`config.mk`:
```
export PLATFORM = sky130hd
export DESIGN_NAME = gbsha_fir_core
export DESIGN_NICKNAME = d
export VERILOG_FILES = /design/src/rtl/gbsha_fir_core.sv
export SDC_FILE = /design/constraint.sdc
export NUM_CORES = 1
export LEC_CHECK = 0
export ABC_AREA = 1
export BUFFER_PORTS_ARGS = -buffer_cell sky130_fd_sc_hd__buf_2
export CAP_MARGIN = 20
export CORE_ASPECT_RATIO = 1.25
export CORE_MARGIN = 2
export CORE_UTILIZATION = 55
export CTS_CLUSTER_SIZE = 16
export DETAILED_ROUTE_END_ITERATION = 7
export PLACE_DENSITY = 0.69
export SLEW_MARGIN = 20
export SYNTH_ARGS = -nofsm -noshare
export SYNTH_HDL_FRONTEND = slang
export SYNTH_SLANG_ARGS = --single-unit
```
`constraint.sdc`:
```
create_clock -name clk -period 17.3 [get_ports clk]
set_input_delay 3.46 -clock clk [delete_from_list [all_inputs] [get_ports clk]]
set_output_delay 3.46 -clock clk [all_outputs]
set_load 0.05 [all_outputs]
```
`src/rtl/gbsha_fir_core.sv`:
```
// N-tap unsigned FIR: serial coefficient load after reset, then a streaming tap delay line
// with one registered sum-of-products per accepted sample. Define FIR_SATURATE_EN to clamp y_out.

module gbsha_fir_tap #(
  parameter int BW_in = 6
) (
  input  logic [BW_in-1:0]   coeff,
  input  logic [BW_in-1:0]   x,
  output logic [2*BW_in-1:0] prod
);
  assign prod = coeff * x;
endmodule

module gbsha_fir_core #(
  parameter int N_TAPS    = 4,
  parameter int BW_in     = 6,
  parameter int BW_out    = 8,
  parameter int OUT_SHIFT = 0
) (
  input  logic              clk,
  input  logic              reset,
  input  logic              in_valid,
  input  logic [BW_in-1:0]  x_in,
  output logic [BW_out-1:0] y_out,
  output logic              out_valid,
  output logic              coeff_done
);
  localparam int BW_ACC = 2*BW_in + $clog2(N_TAPS);
  localparam int IDX_W  = (N_TAPS > 1) ? $clog2(N_TAPS) : 1;
  localparam int STAGES = 1;

  typedef enum logic {LOAD, RUN} state_t;

  state_t                           state, state_nxt;
  logic [IDX_W-1:0]                 load_idx;
  logic [N_TAPS-1:0][BW_in-1:0]     coeff, x_dl;
  logic [N_TAPS-1:0][2*BW_in-1:0]   prod;
  logic [BW_ACC-1:0]                acc, acc_sh;
  logic [BW_out-1:0]                y_sel;
  logic                             load_en, load_last, accept;
  // [0]: sample shifted in last edge, [1]: y_out updated last edge
  logic [STAGES:0]                  vld_pipe;

  always_ff @(posedge clk or posedge reset) begin
    if (reset) state <= LOAD;
    else       state <= state_nxt;
  end

  always_comb begin
    state_nxt = state;
    load_en   = 1'b0;
    accept    = 1'b0;
    load_last = (load_idx == IDX_W'(N_TAPS-1));
    case (state)
      LOAD: if (in_valid) begin
        load_en = 1'b1;
        if (load_last) state_nxt = RUN;
      end
      RUN:  accept = in_valid;
      default: ;
    endcase
  end

  always_ff @(posedge clk or posedge reset) begin
    if (reset) begin
      load_idx <= '0;
      coeff    <= '0;
    end else if (load_en) begin
      coeff[load_idx] <= x_in;
      load_idx        <= load_idx + 1'b1;
    end
  end

  always_ff @(posedge clk or posedge reset) begin
    if (reset) begin
      x_dl <= '0;
    end else if (accept) begin
      x_dl[0] <= x_in;
      for (int k = 1; k < N_TAPS; k++) x_dl[k] <= x_dl[k-1];
    end
  end

  genvar g;
  generate
    for (g = 0; g < N_TAPS; g++) begin : g_tap
      gbsha_fir_tap #(.BW_in(BW_in)) u_tap (
        .coeff (coeff[g]),
        .x     (x_dl[g]),
        .prod  (prod[g])
      );
    end
  endgenerate

  always_comb begin
    acc = '0;
    for (int k = 0; k < N_TAPS; k++) acc = acc + BW_ACC'(prod[k]);
    acc_sh = acc >> OUT_SHIFT;
  end

`ifdef FIR_SATURATE_EN
  logic [BW_ACC-1:0] sat_max;
  always_comb begin
    sat_max               = '0;
    sat_max[BW_out-1:0]   = '1;
    y_sel = (acc_sh > sat_max) ? {BW_out{1'b1}} : BW_out'(acc_sh);
  end
`else
  assign y_sel = BW_out'(acc_sh);
`endif

  always_ff @(posedge clk or posedge reset) begin
    if (reset) begin
      vld_pipe <= '0;
      y_out    <= '0;
    end else begin
      vld_pipe <= {vld_pipe[STAGES-1:0], accept};
      if (vld_pipe[0]) y_out <= y_sel;
    end
  end

  assign out_valid  = vld_pipe[STAGES];
  assign coeff_done = (state == RUN);
endmodule
```
==> impl_metrics.tcl, run 1 <==
set metrics [dict create \
    yosys-top-cells-area "dfrtp_1 25%, fa_1 24%, nand2_1 18%, inv_1 11%, ha_1 9.8%" \
    dp_hpwl_um 10990 \
    postRouteAntennaNets 0 \
    core-area_mm2 0.01062 \
    portBuffers 18 \
    hold_class "reg -> reg" \
    antenna_found_initial 0 \
    finalSetupViolations 0 \
    fin_tns_setup_ns 0 \
    track_usage_pct 25.76 \
    worstSkewPairLatency_ns 0.34 \
    yosys.area.top_type_share_pct 25.48 \
    register_area_mm2 0.001526 \
    syn_nets 890 \
    post_drt_wl_per_cell_um 15.32 \
    first_iter_violations 251 \
    fin_skew_ns 0.006109 \
    period_share_pct 34.13 \
    cp_max_fo 7 \
    grt-ovfl-total 0 \
    synth.distinct_cells 23 \
    diodes 0 \
    multi_input_area_mm2 0.003676 \
    wl_um 13890 \
    cts_buffer_depth 2 \
    postSynthCellCount 762 \
    area_growth_pct 7.559 \
    place.gp.congestion 0.9205 \
    vias 4582 \
    grt_max_degree 62 \
    status "complete, no violations" \
    fill_cells 981 \
    fp.dieH_um 120.7 \
    via_per_inst 5.052 \
    crit_path_start_kind "register" \
    ctsHtreeMaxLevel 3 \
    cts_tree "built" \
    required_ns 17.54 \
    synth_top_area_cell "dfrtp_1" \
    maxSlewViolCount 0 \
    postSynthAreaPerCell_um2 7.864 \
    grt_pass1_vias 4582 \
    worst_pin_slew_ns 1.091 \
    worstSetupEndpointType "register" \
    cts_sinks 61 \
    clockRootBuffer "clkbuf_16" \
    drive_gt1_share_pct 7.226 \
    ys_ff_latch 61 \
    maxCapViolations 0 \
    final_hold_viol_count 0 \
    ys_warn_count 0 \
    die_area_mm2 0.01175 \
    arrival_ns 6.14 \
    path_clk_slew_ns 0.06 \
    fp.dieW_um 97.36 \
    start_util_pct 56.45 \
    relSlewSlack_pct 27.06 \
    fin_crit_ns 5.905 \
    firstDrtPassIters 6 \
    fmaxAchievable_ghz 0.1694 \
    pin_count 19 \
    cts_buffers 9 \
    grt_pass1_wl_um 22990 \
    rsz0062_at_grt "no" \
    worst-setup-path-type "reg -> reg" \
    postCtsSetupRepairBufs 0 \
    post-route-drc-count 0 \
    ctsResizeCount 0 \
    ctsHoldBuffers 0 \
    fp-row-count 42 \
    ys_seq_area_share_pct 25.48 \
    nets 898 \
    synth_area_mm2 0.005992 \
]
worst paths after layout:
path | start | endpoint | slack, ns | cells past startpoint
setup / recovery | coeff[6] | y_out[7] | 11.40 | 23
hold / removal | y_out[0] | y_out[0] | 0.46 | 2
setup reg to reg | coeff[6] | y_out[7] | 11.40 | 23
hold reg to reg | y_out[0] | y_out[0] | 0.46 | 2
max in group asynchronous | reset | y_out[5] | 13.43 | 3
min in group asynchronous | reset | coeff[4] | 3.34 | 3
logic make-up after synthesis:
kind of cell    synth area share (%)
simple gates                   22.64
compound gates                 2.965
xor+xnor                       1.879
flops                          25.47
fa+ha+maj                      33.87
buf+inv                        13.18
routing by layer:
layer,GRT usage (%),share of wire [%]
met2,43.84,51
met5,0,0
met1,32.09,41
met4,11.89,4.4
met3,4.682,4.1
final cells by class:
type / instances / share of cell area (%)
sequential: 61 / 23.68
multi-input combinational: 501 / 57.04
tap: 132 / 2.563
timing repair buffer: 19 / 1.514
clock inverter: 5 / 0.9124
clock buffer: 11 / 3.922
inverter: 178 / 10.37
per-stage QoR:
stage	util (%)	cells	hold slack [ns]	setup slack, ns	cell area (um2)
global placement	57.78	891	0.4504	11.44	6133
floorplan	-	762	0.3745	11.68	5992
global route	60.71	907	0.5065	11.08	6445
CTS	60.71	907	0.4679	11.36	6445
detailed placement	57.78	891	0.4548	11.37	6133
finish	60.71	907	0.4609	11.40	6445
critical path, stage by stage (launching register included):
cell     delay (ns)
dfrtp_1        0.48
nand2_1        0.13
fa_1           0.54
fa_1           0.55
inv_1          0.06
fa_1           0.52
fa_1           0.53
fa_1           0.52
fa_1           0.55
inv_1          0.05
fa_1           0.52
inv_1          0.04
ha_1           0.32
nand2_1        0.10
nand2_1        0.05
a21oi_1        0.17
nand3_1        0.12
nand2_1        0.12
xor2_1         0.14
nand2_1        0.08
nand2_1        0.06
nand2_1        0.05
nand3_1        0.06
nand2_1        0.05
cells in the mapped netlist (all sizes together):
| cell | count |
|---|---|
| xnor2 | 6 |
| o21ai | 33 |
| nand2 | 299 |
| nand3 | 26 |
| clkinv | 2 |
| ha | 47 |
| xor2 | 6 |
| a21o | 1 |
| fa | 72 |
| a21oi | 1 |
| dfrtp | 61 |
| nand4 | 1 |
| nor2 | 4 |
| clkbuf | 15 |
| nand3b | 5 |
| buf | 7 |
| inv | 176 |
flip-flops by register name, summed over array words and instances, names as in the netlist:
| register | flops |
|---|---|
| x_dl | 24 |
| coeff | 24 |
| vld_pipe | 2 |
| y_out | 8 |
| coeff_done | 1 |
| load_idx | 2 |
cells in the final DEF, fill, tap and decap left out:
cell,netlist,final
a21o_1,1,1
a21oi_1,1,1
buf_2,1,18
buf_4,2,1
bufinv_16,0,1
clkbuf_16,0,9
clkbuf_8,0,2
clkinv_1,2,2
clkinv_2,0,1
clkinv_4,0,1
clkinvlp_4,0,2
dfrtp_1,61,61
fa_1,72,72
ha_1,47,47
inv_1,173,172
inv_2,3,4
nand2_1,285,285
nand2_2,14,14
nand3_1,24,24
nand3_2,2,2
nand3b_1,5,5
nand4_1,1,1
nor2_1,4,4
o21ai_0,33,33
xnor2_1,5,5
xnor2_2,1,1
xor2_1,6,6
Power of run 1 is not shown: default switching activity piles up to over one toggle a cycle in this logic, so the estimate is an artifact.
==> inputs of run 2 (changes only) <==
clock period = 5.48 ns   (was 17.3 ns; I/O delays follow)
==> run 2 against run 1 <==
The flow now finishes with violations (negative setup slack). Via count rose by 6.7%. Die area did not move. Cell count rose by 7.9%. Non-clock buffer count rose by 72. Count of clock-buffer cells in the layout rose by 1. Clock skew fell by 0.0010 ns. Global-route usage rose by 1.6 points. Routed wire length rose by 6.8%. Flip-flop and latch count did not move. Largest cell class unchanged. Highest routed layer unchanged.
==> impl_metrics.tcl, run 2 (synthesis gave the netlist of run 1 again) <==
set metrics [dict create \
    relSlewSlack_pct 50.62 \
    r2r_start "x_dl[12]" \
    dp_hpwl_um 11820 \
    postRouteAntennaNets 0 \
    first_iter_violations 347 \
    grt_max_degree 51 \
    ctsHtreeMaxLevel 3 \
    worst-setup-path-type "reg -> reg" \
    fp.dieW_um 97.36 \
    start_util_pct 56.45 \
    dp.cells 963 \
    grt-ovfl-total 0 \
    worstSetupEndpointType "register" \
    post-route-drc-count 0 \
    required_ns 5.70 \
    fin_skew_ns 0.005077 \
    path_clk_slew_ns 0.05 \
    nets 970 \
    fill_cells 932 \
    diodes 0 \
    vias 4889 \
    rsz0062_at_grt "yes" \
    wl_um 14840 \
    grt_pass1_wl_um 24540 \
    fin_tns_setup_ns -0.1358 \
    clockRootBuffer "clkbuf_16" \
    pin_count 19 \
    fin_ws_ns -0.1358 \
    violations "negative setup slack" \
    slowest_delay_ns 0.53 \
    area_growth_pct 16.96 \
    hold_class "reg -> reg" \
    firstDrtPassIters 5 \
    worst_pin_slew_ns 0.7362 \
    place.gp.congestion 0.8679 \
    layout_commonest_cell "nand2_1" \
    fp-row-count 42 \
    cts_buffer_depth 2 \
    min_from "y_out[1]" \
    drive_gt1_share_pct 16.06 \
    die_area_mm2 0.01175 \
    period_share_pct 102.5 \
    top_regs "coeff x24, x_dl x24, y_out x8" \
    cp_max_fo 5 \
    cts_tree "built" \
    instances_no_fill 979 \
    layout_common_cells "283 x nand2_1, 170 x inv_1, 73 x buf_4, 71 x fa_1, 60 x dfrtp_1" \
    register_area_mm2 0.001528 \
    ctsHoldBuffers 0 \
    fp.dieH_um 120.7 \
    via_per_inst 4.994 \
    fmaxAchievable_ghz 0.1781 \
    slowest_stage "fa_1" \
    crit_path_start "x_dl[12]" \
    crit_path_start_kind "register" \
    cts_buffers 9 \
    maxCapViolations 0 \
    grt_pass1_vias 5068 \
    track_usage_pct 27.36 \
    final_hold_viol_count 0 \
    cts_sinks 61 \
    finalSetupViolations 1 \
    worstSkewPairLatency_ns 0.33 \
    post_drt_wl_per_cell_um 15.16 \
    portBuffers 18 \
    arrival_ns 5.83 \
    core-area_mm2 0.01062 \
    postCtsSetupRepairBufs 0 \
    multi_input_area_mm2 0.003715 \
    status "finished, violations left" \
    antenna_found_initial 0 \
    maxSlewViolCount 0 \
    fin_crit_ns 5.616 \
]
[run 2: worst paths after layout]
| kind | cells after the start | slack, ns | to |
|---|---|---|---|
| max | 28 | -0.14 | y_out[7] |
| min | 2 | 0.47 | y_out[1] |
| max reg2reg | 28 | -0.14 | y_out[7] |
| min reg2reg | 2 | 0.47 | y_out[1] |
| max in group asynchronous | 3 | 3.80 | x_dl[13] |
| min in group asynchronous | 2 | 0.69 | vld_pipe[0] |
[run 2: what timing repair did]
action	in CTS	in global routing
pin swaps	3	2
cloned	0	0
resized for setup	5	1
endpoints found under the setup margin	1	1
[run 2: stage by stage]
step	area, um2	setup WS (ns)	utilization (%)	hold slack [ns]
floorplan	6028	0.001096	-	0.3745
global placement	6695	-0.08551	63.07	0.4532
detailed placement	6695	-0.1980	63.07	0.4620
CTS	7007	-0.1813	66.01	0.4743
global route	7008	-0.4421	66.02	0.4932
finish	7008	-0.1358	66.02	0.4704
[run 2: routing by layer]
metal / wire length (um) / part of all wire (%) / track usage [%]
met1: 6088 / 41 / 33.95
met2: 7501 / 51 / 47.22
met3: 629 / 4.2 / 3.699
met4: 619 / 4.2 / 13.63
met5: 0 / 0 / 0
[run 2: critical path: cells and delay by family (launching register included)]
family / cells / cell delay (ns)
DFF: 1 / 0.42
xor gates and xnor gates: 1 / 0.15
adders and majority gates: 9 / 3.75
AOI/OAI and AO/OA: 1 / 0.13
and+or+nand+nor: 10 / 0.74
buffers and inverters: 7 / 0.33
[run 2: cell type report]
class,instances,area share (%)
Clock buffer,12,3.517
Sequential cell,61,21.80
Inverter,178,9.534
Clock inverter,4,0.6785
Timing Repair Buffer,91,9.106
Multi-Input combinational cell,501,53.01
Tap cell,132,2.357
Power of run 2 is left out for the same reason.
